## config.mk

```make
export PLATFORM = sky130hd
export DESIGN_NAME = serial_bit_feeder
export DESIGN_NICKNAME = d
export VERILOG_FILES = /design/src/rtl/serial_bit_feeder.sv
export SDC_FILE = /design/constraint.sdc
export NUM_CORES = 1
export LEC_CHECK = 0
export BUFFER_PORTS_ARGS = -buffer_cell sky130_fd_sc_hd__buf_2
export CORE_MARGIN = 1.5
export CORE_UTILIZATION = 43
export DETAILED_ROUTE_END_ITERATION = 8
export GPL_TIMING_DRIVEN = 0
export SLEW_MARGIN = 20
export SYNTH_ARGS = -nofsm -noshare
export SYNTH_HDL_FRONTEND = slang
export SYNTH_SLANG_ARGS = --single-unit
```

## constraint.sdc

```tcl
create_clock -name clk -period 2.6 [get_ports clk]
set_input_delay 0.39 -clock clk [delete_from_list [all_inputs] [get_ports clk]]
set_output_delay 0.39 -clock clk [all_outputs]
set_load 0.005 [all_outputs]
```

## src/rtl/serial_bit_feeder.sv

```systemverilog
// Serializes handshaked parallel words onto a single registered bit stream with a
// programmable per-bit hold time; a holding register allows back-to-back words.
module serial_bit_feeder #(
  parameter int   WIDTH  = 8,
  parameter int   DIV_W  = 8,
  parameter logic IDLE_X = 1'b0
) (
  input  logic             clk,
  input  logic             reset,
  input  logic [WIDTH-1:0] in_data,
  input  logic             in_msb_first,
  input  logic             in_valid,
  output logic             in_ready,
  input  logic [DIV_W-1:0] div,
  output logic             x,
  output logic             x_strobe,
  output logic             word_done,
  output logic             busy
);

  localparam int CNT_W = $clog2(WIDTH);
  localparam logic [CNT_W-1:0] LAST_BIT = CNT_W'(WIDTH - 1);

  typedef enum logic {IDLE = 1'b0, SHIFT = 1'b1} state_t;

  state_t             state_q, state_d;
  logic               hold_valid_q, hold_valid_d;
  logic [WIDTH-1:0]   hold_data_q;
  logic               hold_msb_q;
  logic [WIDTH-1:0]   shift_q, shift_d;
  logic               msb_q, msb_d;
  logic [DIV_W-1:0]   div_q, div_d;
  logic [CNT_W-1:0]   bit_cnt_q, bit_cnt_d;
  logic [DIV_W-1:0]   tick_q, tick_d;
  logic               x_q, x_d;
  logic               x_strobe_q, x_strobe_d;
  logic               word_done_q, word_done_d;

  logic accept, bit_end, word_end, load;

  assign accept   = in_valid && !hold_valid_q;
  assign bit_end  = (state_q == SHIFT) && (tick_q == div_q);
  assign word_end = bit_end && (bit_cnt_q == LAST_BIT);
  // A held word starts either from idle or seamlessly after the last bit period.
  assign load     = hold_valid_q && ((state_q == IDLE) || word_end);

  always_ff @(posedge clk or posedge reset) begin
    if (reset) begin
      state_q      <= IDLE;
      hold_valid_q <= 1'b0;
      bit_cnt_q    <= '0;
      tick_q       <= '0;
      x_q          <= IDLE_X;
      x_strobe_q   <= 1'b0;
      word_done_q  <= 1'b0;
    end else begin
      state_q      <= state_d;
      hold_valid_q <= hold_valid_d;
      bit_cnt_q    <= bit_cnt_d;
      tick_q       <= tick_d;
      x_q          <= x_d;
      x_strobe_q   <= x_strobe_d;
      word_done_q  <= word_done_d;
    end
  end

  // Data registers carry no reset; they are only observed once control qualifies them.
  always_ff @(posedge clk) begin
    if (accept) begin
      hold_data_q <= in_data;
      hold_msb_q  <= in_msb_first;
    end
    shift_q <= shift_d;
    msb_q   <= msb_d;
    div_q   <= div_d;
  end

  always_comb begin
    state_d = state_q;
    case (state_q)
      IDLE:    if (load) state_d = SHIFT;
      SHIFT:   if (word_end && !hold_valid_q) state_d = IDLE;
      default: state_d = IDLE;
    endcase
  end

  always_comb begin
    hold_valid_d = hold_valid_q;
    shift_d      = shift_q;
    msb_d        = msb_q;
    div_d        = div_q;
    bit_cnt_d    = bit_cnt_q;
    tick_d       = tick_q;
    x_d          = x_q;
    x_strobe_d   = 1'b0;
    word_done_d  = word_end;
    if (load) begin
      hold_valid_d = 1'b0;
      shift_d      = hold_data_q;
      msb_d        = hold_msb_q;
      div_d        = div;
      bit_cnt_d    = '0;
      tick_d       = '0;
      x_d          = hold_msb_q ? hold_data_q[WIDTH-1] : hold_data_q[0];
      x_strobe_d   = 1'b1;
    end else if (word_end) begin
      bit_cnt_d = '0;
      tick_d    = '0;
      x_d       = IDLE_X;
    end else if (bit_end) begin
      bit_cnt_d  = bit_cnt_q + CNT_W'(1);
      tick_d     = '0;
      shift_d    = msb_q ? {shift_q[WIDTH-2:0], 1'b0} : {1'b0, shift_q[WIDTH-1:1]};
      x_d        = msb_q ? shift_q[WIDTH-2] : shift_q[1];
      x_strobe_d = 1'b1;
    end else if (state_q == SHIFT) begin
      tick_d = tick_q + DIV_W'(1);
    end
    if (accept) hold_valid_d = 1'b1;
  end

  assign in_ready  = !hold_valid_q;
  assign busy      = (state_q == SHIFT);
  assign x         = x_q;
  assign x_strobe  = x_strobe_q;
  assign word_done = word_done_q;

endmodule

```

==> run metrics, run 1 <==
post-route ant nets=0; number of max-cap violations=0; Clock Power Share=26.1%; Comb power frac=17.7%; Synthesis Warnings=0; pin count of the biggest net entering global routing=17; Flop pwr share=56.1%; most frequent cells in the layout=edfxtp_1, buf_2, dfrtp_1; period utilization=89.58%; CTS max path bufs=2; GR Util All Layers=15.60%; WP data required=2.54 ns; die extent in y=69.53 um; clock sink count=42; Startpoint Class=register; worst skew pair latency=0.29 ns; post-synthesis sequential area ratio=62.06%; Simple-Gate Fraction of Synth Area=12.23%; final setup fails=0; clk_skew=0.004759 ns; slew margin rel.=43.12%; number of global-route vias before repair=1204; average cell area after synthesis=12.95 sq um; gpl congestion=0.6966; number of H-tree levels=2; hpwl dp=2453 um; switching share of total power=29.86%; post-synth net total=170; Power Dens Cells=731.4 mW/mm^2; fin nets=201; Rows=24; grt ovf=0; CTS root buf=clkbuf_8; Synth Area in Adders=1.972%; Async SR Flop Fraction=38.10%; Synth Area in Compound Gates=11.57%; global-route wire length before repair=5789 um; clock-pin slew on the worst setup and hold paths=0.08 ns; Crit Path Class=register to register; final WL=3427 um; die footprint=0.004834 sq mm; CTS tree=yes; status=completed; combinational family with the most area after synthesis=simple AND/OR/NAND/NOR gates; worst-margin pin slew=0.8514 ns; Slew Viols, Final=0; number of flops mapped to enable cells by yosys=26; Vias=1243; Worst VDD drop=0.0004013 V; Core Region=0.004294 sq mm; DRT iter0 DRCs=72; vias per cell=5.381; xor and xnor fraction of the mapped netlist area=4.602%; Setup TNS Final=0 ns; Layout Cells excl Fill=231; crit end category=register; FF+latch count, synth=42; CTS Hold Bufs=0; Hold Crit Class=input pin to asynchronous set/reset pin; drt pass-1 iters=4; Chip Width=69.53 um; cells after synthesis=147; dominant synthesized flop cell=edfxtp_1; average wire per standard cell=14.84 um; leakage power=0.9041 nW; post-synth cell types=35; Sw Pwr=475.2 uW; DP Cell Count=223; total CTS buffers=5; final hold vios=0; number of port buffers=24; proportion of synthesized area in mux cells=4.997%; Inserted Diodes=0; share of cells above drive strength 1=21.79%; Post-route DRC=0; Pint=1.116 mW; CP arrival=2.27 ns; initial antenna violation count=0; Area Growth Syn to Fin=14.33%; io pins=25; fmax=0.4294 GHz; final worst path period need=2.329 ns; most common cell after layout, fill and taps aside=edfxtp_1; Mapped Area=0.001903 sq mm; RSZ-0062 raised after global routing=false; critical path peak fanout=9; Filler Cell Count=380; post-CTS setup repair buffer count=0; Initial Util=44.32%
==> cell families after synthesis <==
logic type	count (synthesis)
AO/OA/AOI/OAI	33
flip-flops	42
XOR/XNOR	10
adder cells (fa/ha/maj)	3
AND/OR/NAND/NOR	39
multiplexers	9
buffers and inverters	11
==> per-stage QoR <==
stage / total power, mW / utilization (%) / instance area (sq um) / hold WS, ns / setup WS, ns
floorplan: 1.096 / - / 1903 / 0.3037 / 0.4332
global placement: 1.167 / 48.63 / 2088 / 0.4582 / 0.08330
detailed placement: 1.190 / 48.63 / 2088 / 0.4674 / 0.02842
CTS: 1.604 / 50.58 / 2172 / 0.1960 / 0.01821
global route: 1.673 / 50.67 / 2176 / 0.2160 / 0.06215
finish: 1.591 / 50.67 / 2176 / 0.1636 / 0.2710
==> critical path, cell delays in order (launching register included) <==
cell     delay (ns)
dfrtp_1        0.44
xor2_1         0.20
nor4_4         0.51
a21oi_1        0.35
a21oi_2        0.47
==> Yosys cell counts (2+ instances only) <==
master     n  area [sq um]
edfxtp_1  26         780.8
dfrtp_1   16         400.4
nand2_1   13         48.80
a21oi_1   11         55.05
o21ai_0   10         50.05
mux2i_1    8         80.08
xor2_1     8         70.07
inv_1      6         22.52
nor3_1     6         30.03
and3_1     5         31.28
a211oi_1   3         22.52
clkbuf_1   3         11.26
ha_1       3         37.54
nand3_1    3         15.01
nor2_1     3         11.26
nor2b_1    2         12.51
nor4_4     2         42.54
xnor2_1    2         17.52
==> power groups by stage <==
stage          Clock (mW)  Combinational (mW)  Sequential (mW)
2_1_floorplan           0               0.216            0.880
3_3_place_gp            0               0.265            0.902
3_5_place_dp            0               0.285            0.905
4_1_cts             0.425               0.287            0.892
5_1_grt             0.446               0.321            0.906
6_report            0.416               0.282            0.893
==> per-layer routing <==
metal	vias to the layer above	wire length [um]	GRT usage (%)
met5	-	0	0
met4	0	74	7.190
met3	7	161	4.651
met2	36	1622	23.61
met1	600	1569	20.69
li1	600	-	-
==> sequential cells by signal, summed over array words and instances (netlist names), 3 cells and up <==
signal / count
div_q: 8
hold_data_q: 8
shift_q: 8
tick_q: 8
bit_cnt_q: 3
==> layout make-up <==
class	instances	area (sq um)	share of cell area (%)
clock buffer	7	76.32	3.508
timing repair buffer	24	120.1	5.520
buffer	4	22.52	1.035
tap	52	65.06	2.990
inverter	7	26.28	1.208
multi-input combinational	94	676.9	31.11
sequential	42	1181	54.28
clock inverter	1	7.507	0.3450
==> path summary, 6_finish.rpt <==
path	start	endpoint	slack, ns	cells after the start
min	reset	bit_cnt_q[0]$_DFFE_PP0P_	0.16	2
min reg2reg	hold_msb_q$_DFFE_PP_	msb_q$_DFFE_PP_	0.48	0
max in group asynchronous	reset	tick_q[6]$_DFFE_PP0P_	2.03	2
min in group clk	in_data[5]	hold_data_q[5]$_DFFE_PP_	0.27	1
max	tick_q[2]$_DFFE_PP0P_	shift_q[3]$_DFFE_PP_	0.27	4
max reg2reg	tick_q[2]$_DFFE_PP0P_	shift_q[3]$_DFFE_PP_	0.27	4
==> repair_timing <==
item / CTS / global route
endpoints found under the hold margin: 0 / 0
gates resized for setup: 0 / 1
setup endpoints to repair: 0 / 8
No activity file was read; power rests on OpenSTA's default activity.
==> run 2: changes to the inputs <==
--- a/config.mk
+++ b/config.mk
@@ -10,6 +10,8 @@
 export CORE_UTILIZATION = 43
 export DETAILED_ROUTE_END_ITERATION = 8
 export GPL_TIMING_DRIVEN = 0
+export REMOVE_ABC_BUFFERS = 1
+export SETUP_SLACK_MARGIN = 0.15
 export SLEW_MARGIN = 20
 export SYNTH_ARGS = -nofsm -noshare
 export SYNTH_HDL_FRONTEND = slang
==> run metrics, run 2 (synthesized netlist as in run 1, its figures left out) <==
status=completed; fmax=0.4333 GHz; Hold Crit Class=input pin to asynchronous set/reset pin; drt pass-1 iters=4; average wire per standard cell=15.26 um; gpl congestion=0.8811; Filler Cell Count=391; crit end category=register; worst-margin pin slew=0.8074 ns; clk_skew=0.01039 ns; Core Region=0.004294 sq mm; most common cell after layout, fill and taps aside=edfxtp_1; Vias=1225; final setup fails=0; Crit Path Class=register to register; number of port buffers=24; Post-route DRC=0; CTS max path bufs=2; total CTS buffers=5; worst skew pair latency=0.29 ns; initial antenna violation count=0; CTS root buf=clkbuf_8; Initial Util=44.32%; final hold vios=0; hpwl dp=2443 um; die extent in y=69.53 um; worst r2r path cells=5; period utilization=88.76%; CTS Hold Bufs=0; Chip Width=69.53 um; CP arrival=2.26 ns; critical path peak fanout=9; leakage power=0.9155 nW; number of H-tree levels=2; slew margin rel.=46.18%; pin count of the biggest net entering global routing=17; final WL=3465 um; clock sink count=42; Setup TNS Final=0 ns; Rows=24; WHS=0.1609 ns; post-route ant nets=0; share of cells above drive strength 1=22.86%; grt ovf=0; global-route wire length before repair=5644 um; number of global-route vias before repair=1199; io pins=25; Layout Cells excl Fill=227; Util after Layout=50.90%; most frequent cells in the layout=edfxtp_1, buf_2, dfrtp_1; WP data required=2.55 ns; area of the multi-input gates=684.4 sq um; Slew Viols, Final=0; CTS tree=yes; number of max-cap violations=0; DP Cell Count=219; Worst VDD drop=0.0002425 V; CTS resizes=1; Inserted Diodes=0; final worst path period need=2.308 ns; Power Dens Cells=766.7 mW/mm^2; vias per cell=5.396; RSZ-0062 raised after global routing=false; fin nets=197; Reg area=0.001181 sq mm; post-CTS setup repair buffer count=0; Area Growth Syn to Fin=14.86%; DRT iter0 DRCs=65; die footprint=0.004834 sq mm; Startpoint Class=register; clock-pin slew on the worst setup and hold paths=0.08 ns; GR Util All Layers=15.29%
-- run 2: changes by cell type in the layout (fill, tap and decap cells not counted), sizes merged --
cell	previous run	this run
buf	25	24
bufinv	0	1
clkinv	1	3
clkinvlp	1	0
clkbuf	10	5
-- run 2: layout make-up --
cell class / count / share of cell area (%)
flip-flops and latches: 42 / 54.04
inverters: 7 / 1.202
repair buffers: 24 / 5.495
clock buffers: 5 / 3.148
well taps: 52 / 2.977
clock inverters: 3 / 1.832
multi-input cells: 94 / 31.31
-- run 2: stage by stage --
| stage | cell area, sq um | power [mW] | setup slack [ns] |
|---|---|---|---|
| 2_1_floorplan | 1881 | 1.096 | 0.4332 |
| 5_1_grt | 2186 | 1.775 | 0.1580 |
| 3_5_place_dp | 2066 | 1.189 | -0.008972 |
| 4_1_cts | 2178 | 1.690 | 0.2128 |
| 3_3_place_gp | 2066 | 1.170 | 0.07869 |
| 6_report | 2186 | 1.676 | 0.2922 |
-- run 2: layer usage --
| metal | wire, um | share of wire, % | vias to the layer above | GRT usage, % |
|---|---|---|---|---|
| li1 | - | - | 595 | - |
| met1 | 1570 | 45 | 587 | 19.56 |
| met2 | 1662 | 48 | 36 | 23.61 |
| met3 | 173 | 5.0 | 7 | 4.942 |
| met4 | 59 | 1.7 | 0 | 7.190 |
| met5 | 0 | 0 | - | 0 |
-- run 2: critical path, cell delays in order (launching register included) --
cell	delay, ns
dfrtp_1	0.46
xor2_1	0.22
nor4_4	0.53
a31oi_4	0.21
nand2b_4	0.25
inv_1	0.30
-- run 2: worst paths after layout --
check,start,end,slack [ns]
worst max-delay path,tick_q[2]$_DFFE_PP0P_,div_q[4]$_DFFE_PP_,0.29
worst min-delay path,reset,busy$_DFF_PP0_,0.16
worst max register to register,tick_q[2]$_DFFE_PP0P_,div_q[4]$_DFFE_PP_,0.29
worst min register to register,x$_DFFE_PP0P_,x$_DFFE_PP0P_,0.51
max in group asynchronous,reset,tick_q[4]$_DFFE_PP0P_,2.03
min in group clk,in_data[6],hold_data_q[6]$_DFFE_PP_,0.27
-- run 2: report_power, final --
group / internal (mW) / switching (mW) / total, mW / leakage, nW
Clock: 0.283 / 0.218 / 0.500 / 0.0579
Combinational: 0.129 / 0.153 / 0.281 / 0.424
Sequential: 0.796 / 0.0981 / 0.894 / 0.433
